## config.mk

```make
export PLATFORM = sky130hd
export DESIGN_NAME = tx_gearbox_66b64b
export DESIGN_NICKNAME = d
export VERILOG_FILES = /design/src/rtl/pcs_64b66b_pkg.sv /design/src/rtl/tx_gearbox_66b64b.sv
export SDC_FILE = /design/constraint.sdc
export NUM_CORES = 1
export LEC_CHECK = 0
export CAP_MARGIN = 20
export CORE_UTILIZATION = 45
export DETAILED_ROUTE_END_ITERATION = 10
export PLACE_DENSITY_LB_ADDON = 0.2
export SLEW_MARGIN = 25
export SYNTH_ARGS = -nofsm -noshare
export SYNTH_HDL_FRONTEND = slang
export SYNTH_SLANG_ARGS = --single-unit
```

## constraint.sdc

```tcl
create_clock -name clk -period 4.48 [get_ports clk]
set_input_delay 0.896 -clock clk [delete_from_list [all_inputs] [get_ports clk]]
set_output_delay 0.896 -clock clk [all_outputs]
set_load 0.1 [all_outputs]
```

## src/rtl/pcs_64b66b_pkg.sv

```systemverilog
// Shared 64b/66b PCS definitions: block layout, sync header codes and widths.
package pcs_64b66b_pkg;

    localparam int unsigned BLOCK_W  = 66;
    localparam int unsigned PMA_W    = 64;
    localparam int unsigned GB_BUF_W = 130;
    localparam int unsigned GB_CNT_W = 8;

    localparam logic [1:0] SYNC_DATA = 2'b01;
    localparam logic [1:0] SYNC_CTRL = 2'b10;

    typedef struct packed {
        logic [1:0]  sync;
        logic [63:0] payload;
    } block_t;

    function automatic logic is_legal_sync(input logic [1:0] sync);
        return (sync == SYNC_DATA) || (sync == SYNC_CTRL);
    endfunction

    // Line order is sync[0], sync[1], payload[0..63]; bit 0 goes out first.
    function automatic logic [BLOCK_W-1:0] serialize_block(input block_t blk);
        return {blk.payload, blk.sync[1], blk.sync[0]};
    endfunction

endpackage

```

## src/rtl/tx_gearbox_66b64b.sv

```systemverilog
// 66b -> 64b transmit gearbox: 130-bit shift buffer between a block source and the PMA.
// Optional header checker enabled with `define GEARBOX_HDR_CHECK_EN.
module tx_gearbox_66b64b
    import pcs_64b66b_pkg::*;
#(
    parameter int unsigned ERR_CNT_W = 16
) (
    input  logic                 clk,
    input  logic                 reset_n,
    input  logic [66:0]          s_axis_tdata,
    input  logic                 s_axis_tvalid,
    output logic                 s_axis_tready,
    output logic [PMA_W-1:0]     m_axis_tdata,
    output logic                 m_axis_tvalid,
    input  logic                 m_axis_tready
`ifdef GEARBOX_HDR_CHECK_EN
    ,
    output logic                 hdr_err,
    output logic [ERR_CNT_W-1:0] hdr_err_cnt
`endif
);

    logic [GB_BUF_W-1:0] buf_q;
    logic [GB_BUF_W-1:0] buf_d;
    logic [GB_CNT_W-1:0] cnt_q;
    logic [GB_CNT_W-1:0] cnt_d;

    block_t              blk;
    logic [BLOCK_W-1:0]  blk_ser;
    logic                push;
    logic                pop;
    logic [GB_BUF_W-1:0] shifted;
    logic [GB_BUF_W-1:0] keep_mask;
    logic [GB_CNT_W-1:0] base_cnt;
    logic [5:0]          wr_base;
    logic                unused_tdata_msb;

    assign blk              = block_t'(s_axis_tdata[BLOCK_W-1:0]);
    assign blk_ser          = serialize_block(blk);
    assign unused_tdata_msb = s_axis_tdata[66];

    assign m_axis_tvalid = (cnt_q >= GB_CNT_W'(PMA_W));
    assign m_axis_tdata  = buf_q[PMA_W-1:0];
    // Ready at high fill only when a word leaves this cycle, so the buffer never exceeds 129 bits.
    assign s_axis_tready = (cnt_q <= GB_CNT_W'(PMA_W - 1))
                         | (m_axis_tready & (cnt_q <= GB_CNT_W'(2 * PMA_W - 1)));

    assign push = s_axis_tvalid & s_axis_tready;
    assign pop  = m_axis_tvalid & m_axis_tready;

    // Pop shift first, then splice the new block right above the surviving bits.
    always_comb begin
        shifted   = buf_q;
        base_cnt  = cnt_q;
        if (pop) begin
            shifted  = buf_q >> PMA_W;
            base_cnt = cnt_q - GB_CNT_W'(PMA_W);
        end
        wr_base   = 6'(base_cnt);
        keep_mask = ~({GB_BUF_W{1'b1}} << wr_base);
        buf_d     = shifted;
        cnt_d     = base_cnt;
        if (push) begin
            buf_d = (shifted & keep_mask) | (GB_BUF_W'(blk_ser) << wr_base);
            cnt_d = base_cnt + GB_CNT_W'(BLOCK_W);
        end
    end

    always_ff @(posedge clk or negedge reset_n) begin
        if (!reset_n) begin
            buf_q <= '0;
            cnt_q <= '0;
        end else begin
            buf_q <= buf_d;
            cnt_q <= cnt_d;
        end
    end

`ifdef GEARBOX_HDR_CHECK_EN
    logic                 hdr_err_q;
    logic                 hdr_err_d;
    logic [ERR_CNT_W-1:0] hdr_err_cnt_q;
    logic [ERR_CNT_W-1:0] hdr_err_cnt_d;

    // Flag accepted blocks with 00/11 headers; count saturates at all-ones.
    always_comb begin
        hdr_err_d     = push & ~is_legal_sync(blk.sync);
        hdr_err_cnt_d = hdr_err_cnt_q;
        if (hdr_err_d && (hdr_err_cnt_q != '1)) begin
            hdr_err_cnt_d = hdr_err_cnt_q + ERR_CNT_W'(1);
        end
    end

    always_ff @(posedge clk or negedge reset_n) begin
        if (!reset_n) begin
            hdr_err_q     <= 1'b0;
            hdr_err_cnt_q <= '0;
        end else begin
            hdr_err_q     <= hdr_err_d;
            hdr_err_cnt_q <= hdr_err_cnt_d;
        end
    end

    assign hdr_err     = hdr_err_q;
    assign hdr_err_cnt = hdr_err_cnt_q;
`else
    logic [ERR_CNT_W-1:0] unused_err_cnt_w;
    assign unused_err_cnt_w = '0;
`endif

endmodule

```

[Word-level counts from Yosys, hierarchy flattened]
Index checks and enable logic that the tools add are counted.
Widths: inputs -> output; s select.
Cells by class
  magnitude comparators: 3
  shift-type cells: 2
  muxes and demuxes: 4
  bitwise gates (word level): 7
  add/sub/neg operators: 2
Operators with widths (count)
  $mux 130: 2
  $and 130x130->130: 1
  $not 130->130: 1
  $or 130x130->130: 1
  $shl 130x6->130 const A: 1
  $shl 66x6->130: 1
  $mux 8: 2
  $add 8x7->8 const B: 1
  $ge 8x7->1 const B: 1
  $le 8x6->1 const B: 1
  $le 8x7->1 const B: 1
  $sub 8x7->8 const B: 1
  $and 1x1->1: 3
  $or 1x1->1: 1
Storage, ports and cells
  bits in registers: 138

[Logic depth before layout (Yosys ltp)]
  depth after elaboration: 8
  mapped depth: 12

[Worst setup path before layout]
OpenSTA, ideal clock, no wires.
  kind: reg2out
  start: register cnt_q[1]
  end: output port m_axis_tvalid
  setup slack: -0.911 ns
  required time: 3.584 ns
  buffers on the path: 3
  data arrival time: 4.495 ns
  cell stages (with the launch flop): 8
  path through: dfrtp_1 buf_2 inv_2 buf_2 buf_2 ha_1 nand2_1 o41ai_1
On the way
  word-level cells in the longest chain between the ends: 1
RTL lines
  start, declared: RTL line tx_gearbox_66b64b.sv:25  | logic [GB_CNT_W-1:0] cnt_q;
  start signal, assigned: RTL line tx_gearbox_66b64b.sv:75  | cnt_q <= cnt_d;
  $ge 8x7->1: RTL line tx_gearbox_66b64b.sv:42  | assign m_axis_tvalid = (cnt_q >= GB_CNT_W'(PMA_W));
  end, declared: RTL line tx_gearbox_66b64b.sv:14  | output logic m_axis_tvalid,
No other way between the ends.

[Worst setup path in the final report]
  start: register cnt_q[2]
  end: output port m_axis_tvalid
Same word-level chain as after synthesis.

==> flow_metrics.py <==
metrics = {
    "logic_synthesis": {
        "synthesis.nets": 1147,
        "syn_inst": 1071,
        "synthTopCellsByCount": "135 x dfrtp_1, 126 x nand2_1, 125 x mux2i_1",
        "ys_warn_count": 0,
        "synth_area_leaders": "dfrtp_1 32%, mux4_2 12%, mux2i_1 12%, buf_4 5.1%, mux2_2 4.9%",
        "synth.most_common_cell": "dfrtp_1",
        "synthFlopType": "dfrtp_1",
        "synth_cell_types": 63,
        "syn_avg_cell_area_um2": 9.89,
        "synth-edff-count": 0,
        "syn-cell-area_um2": 10600,
        "yosys.area.top_type_share_pct": 31.9,
        "seq_area_frac_synth_pct": 31.9,
        "yosysTopAreaCell": "dfrtp_1",
        "synth_seq_cells": 135,
        "async_reset_ff_share_pct": 100,
    },
    "clocking": {
        "cts_resized": 0,
        "cts_buffer_depth": 2,
        "numCtsBuffers": 17,
        "cts_tree": "built",
        "cts_root_buffer": "clkbuf_16",
        "clkLatencyLatePin_ns": 0.44,
        "cts.reportedPaths.clkPinSlew_ns": 0.06,
        "post-cts-setup-buffer-count": 0,
        "numClockSinks": 135,
        "cts_hold_buf": 0,
        "cts_max_level": 4,
    },
    "final_layout": {
        "syn_to_final_growth_pct": 16.3,
        "diodes": 0,
        "num-nets-final": 1177,
        "final_layout_size_suffix_gt1_share_pct": 17.6,
        "stdcell_count": 1426,
    },
    "critical_path": {
        "crit_start": "cnt_q[2]",
        "end_kind": "output pin",
        "path_max_fanout": 31,
        "worstPathArrival_ns": 2.59,
        "regToRegEndpoint": "buf_q[55]",
        "worstSetupPathType": "reg2out",
        "cp_data_required_time_ns": 3.58,
        "crit_end": "m_axis_tvalid",
        "cp-start-kind": "flip-flop",
        "r2r-start": "cnt_q[2]",
        "rr_worst_depth": 6,
        "r2r_setup_slack_ns": 1.31,
    },
    "route": {
        "vias_per_cell": 6.45,
        "drt_iter0_drc": 1050,
        "first_pass_iters": 5,
        "drc_errors": 0,
        "drt_wl_total_mm": 35.7,
        "dr_total_vias": 9196,
        "ant_nets": 0,
        "wl_per_cell_um": 25.0,
    },
    "global_routing": {
        "grt_pass1_wl_mm": 55.0,
        "grt_pass1_vias": 8789,
        "antenna_found_initial": 0,
        "gr-total-overflow": 0,
        "grt_max_degree": 98,
        "track_usage_pct": 30.6,
    },
    "sta": {
        "hold_violations": 0,
        "setup_tns_ns": 0,
        "fin_crit_sh_pct": 77.8,
        "setup_viol": 0,
        "min_period_ns": 3.48,
        "rsz0062_at_grt": "false",
        "relSlewSlack_pct": 33.8,
        "clock-skew-final_ns": 0.0134,
        "tightest_slew_ns": 0.989,
        "finalMaxSlewViolations": 0,
        "max_freq_mhz": 287,
    },
    "placement": {
        "dpl.hpwl_mm": 26.4,
        "gp_congestion": 0.970,
        "placed_cells": 1395,
        "port_buffers": 135,
    },
    "floorplanning": {
        "die_area_um2": 24200,
        "core_um2": 22800,
        "pin_count": 137,
        "die_h_um": 155,
        "die-width_um": 155,
        "placementRows": 55,
        "start_util_pct": 46.4,
    },
    "worst_hold_path": {
        "worstHoldStart": "buf_q[103]",
        "min_path_type": "reg2reg",
    },
    "status": {
        "status": "finished clean",
    },
    "flow_run": {
        "cap_viol_max_count": 0,
    },
}
==> stage by stage <==
| step | util (%) | area (um2) | hold slack, ns | setup slack, ns |
|---|---|---|---|---|
| 4_1_cts | 53.9 | 12300 | 0.471 | 0.972 |
| 6_report | 53.9 | 12300 | 0.465 | 0.995 |
| 3_3_place_gp | 51.2 | 11700 | 0.454 | 1.07 |
| 5_1_grt | 53.9 | 12300 | 0.508 | 0.847 |
| 2_1_floorplan | - | 10600 | 0.435 | 0.432 |
| 3_5_place_dp | 51.2 | 11700 | 0.458 | 1.08 |
==> state kept, by name, summed over array words and instances (netlist names) <==
| signal | flops |
|---|---|
| cnt_q | 7 |
| buf_q | 128 |
==> worst max-delay path, stage by stage (launching register included) <==
cell,delay [ns]
dfrtp_4,0.69
inv_2,0.21
ha_1,0.44
nand2_1,0.21
o41ai_2,0.25
buf_4,0.34
==> layout make-up <==
type | count | area (um2)
Clock inverter | 14 | 198
Inverter | 10 | 37.5
Sequential cell | 135 | 3390
Timing Repair Buffer | 168 | 1630
Fill cell | 2063 | 10500
Clock buffer | 17 | 425
Tap cell | 313 | 392
Multi-Input combinational cell | 769 | 6250
==> how the worst min path moves through the flow <==
stage / endpoint / slack, ns / cells after the start
2_1_floorplan: buf_q[103] / 0.43 / 2
3_3_place_gp: buf_q[103] / 0.45 / 2
3_5_place_dp: buf_q[103] / 0.46 / 2
4_1_cts: buf_q[103] / 0.47 / 2
5_1_grt: buf_q[103] / 0.51 / 2
6_report: buf_q[103] / 0.46 / 2
==> cells in the final DEF, fill, tap and decap left out, types with 32 or more instances in the layout <==
master           synthesis  routed
mux2i_1                125     125
a21oi_1                 41      41
nor2_1                  67      66
nand2_1                126     126
mux4_2                  58      58
dfrtp_1                135     130
buf_4                   72      32
clkdlybuf4s50_1          0     132
o22ai_1                 38      38
mux2_2                  46      46
o21ai_0                 50      50
==> metal layers <==
layer  global-route usage (%)  routed length, um
met1                     45.1              15300
met2                     43.3              15000
met3                     7.38               4320
met4                     11.1               1100
met5                        0                  0
==> cells by family after synthesis <==
kind of cell | after synthesis | share of synthesized area, %
adders and majority gates | 5 | 0.590
DFF | 135 | 31.9
buffers and inverters | 167 | 9.43
AOI/OAI and AO/OA | 283 | 18.1
and+or+nand+nor | 240 | 9.54
xor gates and xnor gates | 5 | 0.413
muxes | 236 | 30.0
Power is not shown: default switching activity piles up to over one toggle a cycle in this logic, so the estimate is an artifact.
